[src/rtl/pulse_gen_2018_pkg.sv]
// Shared types and defaults for the synthetic detector-pulse source.
// Provides the FSM state enum, width defaults and the sat_w clamp helper.
package pulse_gen_2018_pkg;

    localparam int PG_WIDTH     = 16;
    localparam int PG_FRAC_BITS = 8;

    typedef enum logic [1:0] {
        PG_IDLE,
        PG_RISE,
        PG_DECAY
    } pg_state_t;

    // Clamp value to the largest w-bit unsigned number.
    function automatic logic [63:0] sat_w(
        input logic [63:0] value,
        input int          w
    );
        logic [63:0] m;
        m = (64'd1 << w) - 64'd1;
        return (value > m) ? m : value;
    endfunction

endpackage

[src/rtl/pulse_gen_2018_out.sv]
// pg_out_stage: registered saturating baseline adder for pulse_gen_2018.
// Ports: clk, reset, ce, acc_next (fixed point) -> out, out_valid.
module pg_out_stage
    import pulse_gen_2018_pkg::*;
#(
    parameter int WIDTH     = PG_WIDTH,
    parameter int FRAC_BITS = PG_FRAC_BITS,
    parameter int BASELINE  = 0,
    parameter int AW        = WIDTH + FRAC_BITS + 1
) (
    input  logic          clk,
    input  logic          reset,
    input  logic          ce,
    input  logic [AW-1:0] acc_next,
    output logic [WIDTH-1:0] out,
    output logic          out_valid
);

    localparam logic [WIDTH-1:0] RST_V =
        WIDTH'(sat_w(64'(BASELINE), WIDTH));

    logic [63:0] sum;

    always_comb begin
        sum = 64'(BASELINE) + 64'(acc_next >> FRAC_BITS);
    end

    always_ff @(posedge clk or posedge reset) begin
        if (reset) begin
            out       <= RST_V;
            out_valid <= 1'b0;
        end else begin
            out_valid <= ce;
            if (ce)
                out <= WIDTH'(sat_w(sum, WIDTH));
        end
    end

endmodule

[src/rtl/pulse_gen_2018.sv]
// pulse_gen_2018: triggered linear-rise / exponential-decay pulse source.
// Ports: clk, reset, ce, trig_valid, trig_amp, trig_ready, out, out_valid,
// busy, done. Macro PULSE_GEN_PILEUP_EN allows retrigger during decay.
module pulse_gen_2018
    import pulse_gen_2018_pkg::*;
#(
    parameter int WIDTH       = PG_WIDTH,
    parameter int RISE_SHIFT  = 2,
    parameter int DECAY_SHIFT = 3,
    parameter int FRAC_BITS   = PG_FRAC_BITS,
    parameter int BASELINE    = 0
) (
    input  logic             clk,
    input  logic             reset,
    input  logic             ce,
    input  logic             trig_valid,
    input  logic [WIDTH-1:0] trig_amp,
    output logic             trig_ready,
    output logic [WIDTH-1:0] out,
    output logic             out_valid,
    output logic             busy,
    output logic             done
);

    localparam int AW = WIDTH + FRAC_BITS + 1;
    localparam int CW = (RISE_SHIFT > 0) ? RISE_SHIFT : 1;
    localparam logic [CW-1:0] CNT_LAST = CW'((1 << RISE_SHIFT) - 1);

    pg_state_t     state;
    logic [AW-1:0] acc;
    logic [AW-1:0] target;
    logic [AW-1:0] step;
    logic [AW-1:0] acc_nx;
    logic [AW-1:0] amp_f;
    logic [AW-1:0] decr;
    logic [CW-1:0] cnt;
    logic          accept;

    assign amp_f = AW'(trig_amp) << FRAC_BITS;
    assign decr  = acc >> DECAY_SHIFT;

`ifdef PULSE_GEN_PILEUP_EN
    localparam logic [AW-1:0] TGT_MAX =
        {1'b0, {WIDTH{1'b1}}, {FRAC_BITS{1'b0}}};
    logic [AW-1:0] pile_sum;
    logic [AW-1:0] pile_tgt;
    assign trig_ready = (state == PG_IDLE) || (state == PG_DECAY);
    assign pile_sum   = acc + amp_f;
    assign pile_tgt   = (pile_sum > TGT_MAX) ? TGT_MAX : pile_sum;
`else
    assign trig_ready = (state == PG_IDLE);
`endif

    assign accept = trig_valid & trig_ready & ce;
    assign busy   = (state != PG_IDLE);

    // Final rise step snaps to target to drop the step truncation error.
    // An accepted pileup trigger holds acc for that sample.
    always_comb begin
        acc_nx = acc;
        unique case (state)
            PG_RISE:
                acc_nx = (cnt == CNT_LAST) ? target : acc + step;
            PG_DECAY:
                if (!accept)
                    acc_nx = (decr == '0) ? '0 : acc - decr;
            default:
                acc_nx = acc;
        endcase
    end

    always_ff @(posedge clk or posedge reset) begin
        if (reset) begin
            state  <= PG_IDLE;
            acc    <= '0;
            target <= '0;
            step   <= '0;
            cnt    <= '0;
            done   <= 1'b0;
        end else begin
            done <= 1'b0;
            if (ce) begin
                acc <= acc_nx;
                unique case (state)
                    PG_IDLE: begin
                        if (accept) begin
                            target <= amp_f;
                            step   <= amp_f >> RISE_SHIFT;
                            cnt    <= '0;
                            state  <= PG_RISE;
                        end
                    end
                    PG_RISE: begin
                        if (cnt == CNT_LAST)
                            state <= PG_DECAY;
                        else
                            cnt <= cnt + CW'(1);
                    end
                    PG_DECAY: begin
`ifdef PULSE_GEN_PILEUP_EN
                        if (accept) begin
                            target <= pile_tgt;
                            step   <= amp_f >> RISE_SHIFT;
                            cnt    <= '0;
                            state  <= PG_RISE;
                        end else if (decr == '0) begin
                            state <= PG_IDLE;
                            done  <= 1'b1;
                        end
`else
                        if (decr == '0) begin
                            state <= PG_IDLE;
                            done  <= 1'b1;
                        end
`endif
                    end
                    default: state <= PG_IDLE;
                endcase
            end
        end
    end

    pg_out_stage #(
        .WIDTH     (WIDTH),
        .FRAC_BITS (FRAC_BITS),
        .BASELINE  (BASELINE),
        .AW        (AW)
    ) u_out (
        .clk       (clk),
        .reset     (reset),
        .ce        (ce),
        .acc_next  (acc_nx),
        .out       (out),
        .out_valid (out_valid)
    );

endmodule
[config.mk]
export PLATFORM = sky130hd
export DESIGN_NAME = pulse_gen_2018
export DESIGN_NICKNAME = d
export VERILOG_FILES = /design/src/rtl/pulse_gen_2018_pkg.sv /design/src/rtl/pulse_gen_2018_out.sv /design/src/rtl/pulse_gen_2018.sv
export SDC_FILE = /design/constraint.sdc
export NUM_CORES = 1
export LEC_CHECK = 0
export BUFFER_PORTS_ARGS = -buffer_cell sky130_fd_sc_hd__buf_2
export CORE_MARGIN = 10
export CORE_UTILIZATION = 50
export DETAILED_ROUTE_END_ITERATION = 16
export PLACE_DENSITY_LB_ADDON = 0.1
export SETUP_SLACK_MARGIN = 0.5
export SLEW_MARGIN = 20
export SYNTH_ARGS = -nofsm -noshare
export SYNTH_HDL_FRONTEND = slang
export SYNTH_HIERARCHICAL = 1
export SYNTH_SLANG_ARGS = --single-unit
[constraint.sdc]
create_clock -name clk -period 4.8 [get_ports clk]
set_input_delay 0.96 -clock clk [delete_from_list [all_inputs] [get_ports clk]]
set_output_delay 0.96 -clock clk [all_outputs]
set_load 0.01 [all_outputs]
==> results.cfg <==
[floorplan]
design.portCount = 40
die_x_um = 121.2
fp.dieH_um = 121.2
core.rowCount = 36
start_util_pct = 51.89
core-area_mm2 = 0.009864
dieArea_mm2 = 0.01468

[yosys]
postSynthCellCount = 611
yosysWarningCount = 6
avgSynthCellArea_um2 = 8.378
synth_area_mm2 = 0.005119
syn-num-nets = 675

[finish]
fill_cells = 911
layout.cells.most_common = nand2_1
post-route-util_pct = 56.80
register_area_mm2 = 0.001577
final_cell_mix = nand2_1 (91), dfrtp_1 (63), a21oi_1 (50)
final_cell_area_mm2 = 0.005603
multiInputGateArea_mm2 = 0.003276
diodes = 0
nNetsFinal = 700
drive_gt1_share_pct = 11.70
layout-area-overhead-vs-synth_pct = 9.460

[worst_setup_path]
path_max_fanout = 16
cp.required_ns = 5.07
r2r_cells = 12
max_stage_delay_ns = 0.55
startpoint_type = flip-flop
crit_type = reg2reg
crit_chain = inv_1 > ha_1 > a21o_1 > nor3_1 > a21oi_1 > o21ai_0 > nand3_1 > a2111oi_2 > or3_1 > nand3_1 > nand2b_4 > o22a_1
crit_path_frequent_cell = nand3_1
end_kind = flip-flop
arrival_ns = 3.85
slowest_stage = a2111oi_2

[power]
ir_drop_mv = 0.3422
p_leak_nw = 2.507
p_total_mw = 4.846
power_density_mw_per_mm2 = 864.9

[clock_tree]
h-tree-depth = 3
cts.sinks = 63
root_buffer = clkbuf_8
post_cts_buffers = 0
cts_hold_buffers = 0
cts_tree = built
cts_resized = 0
cts_buffers = 9
cts_buffer_depth = 2
clkLatencyLatePin_ns = 0.39
clkTransAtPathRegs_ns = 0.09

[min_path]
worstHoldPathCells = 1
hold_class = reg2reg

[drt]
drt-initial-drc-count = 557
drc = 0
num_vias = 4824
drtAntennaViolNets = 0
firstDrtPassIters = 5
avgRoutedWirePerCell_um = 19.52
vias_per_cell = 6.233
routed_wirelength_um = 15110

[sta]
worst_slack_ns = 1.221
period_needed_ns = 3.579
fin_worst_skew_ns = 0.01817
slew_headroom_pct = 40.27
worstMarginPinSlew_ns = 0.8960
rsz0062_at_grt = no
finalSetupViolations = 0
finalSetupTns_ns = 0
fmax_ghz = 0.2794
slew_violations = 0
hold_viol_final = 0
finalCritPeriodShare_pct = 74.56

[place]
gp_congestion = 0.9947
place_ws_ns = 1.353
placedInstanceArea_mm2 = 0.005371
portBuffers = 39
hpwlAfterDp_um = 11360

[global_route]
grt_pass1_wl_um = 24610
groute.usage.overall_pct = 21.21
antenna_found_initial = 0
grt_pass1_vias = 4599
overflow = 0
grt_max_degree = 47

[status]
status = finished clean

[flow_run]
cap_viol_max_count = 0
[through the flow]
step / cells / hold WS, ns
floorplan: 611 / 0.4641
global route: 774 / 0.5179
finish: 774 / 0.4983
global placement: 758 / 0.4778
detailed placement: 758 / 0.4835
CTS: 774 / 0.5043
[layout make-up]
type | instances | share of cell area, %
sequential | 63 | 28.14
clock inverter | 6 | 1.653
tap | 133 | 2.970
timing repair buffer | 42 | 3.886
multi-input combinational | 484 | 58.46
inverter | 36 | 2.434
clock buffer | 10 | 2.456
[per-layer routing]
metal	GRT usage [%]	up-vias	share of wire, %
met2	31.50	206	43
met3	7.213	24	9.6
met4	5.589	0	1.7
met5	0	-	0
met1	28.76	2285	46
li1	-	2309	-
[sequential cells by signal, summed over array words and instances, names as in the netlist]
signal           flops
u_out/out           16
state                2
acc                 25
u_out/out_valid      1
cnt                  2
done                 1
target              16
[power by group]
group	switching (mW)	internal, mW
clock	0.253	0.309
sequential	0.273	0.748
combinational	1.95	1.32
[final timing paths]
check                                  start            to  slack (ns)
worst max-delay path                  acc[7]  u_out/out[6]        1.22
min in group asynchronous              reset  u_out/out[5]        0.66
max in group asynchronous              reset    target[17]        3.53
worst min-delay path            u_out/out[9]  u_out/out[9]        0.50
worst max register to register        acc[7]  u_out/out[6]        1.22
worst min register to register  u_out/out[9]  u_out/out[9]        0.50
[worst max-delay path: cells and delay by family, from the launching register on]
family / cells / cell delay [ns]
simple gates: 5 / 1.01
fa+ha+maj: 1 / 0.34
flops: 1 / 0.44
buf+inv: 1 / 0.12
compound gates: 5 / 1.54
Power figures use the tool's default switching activity.
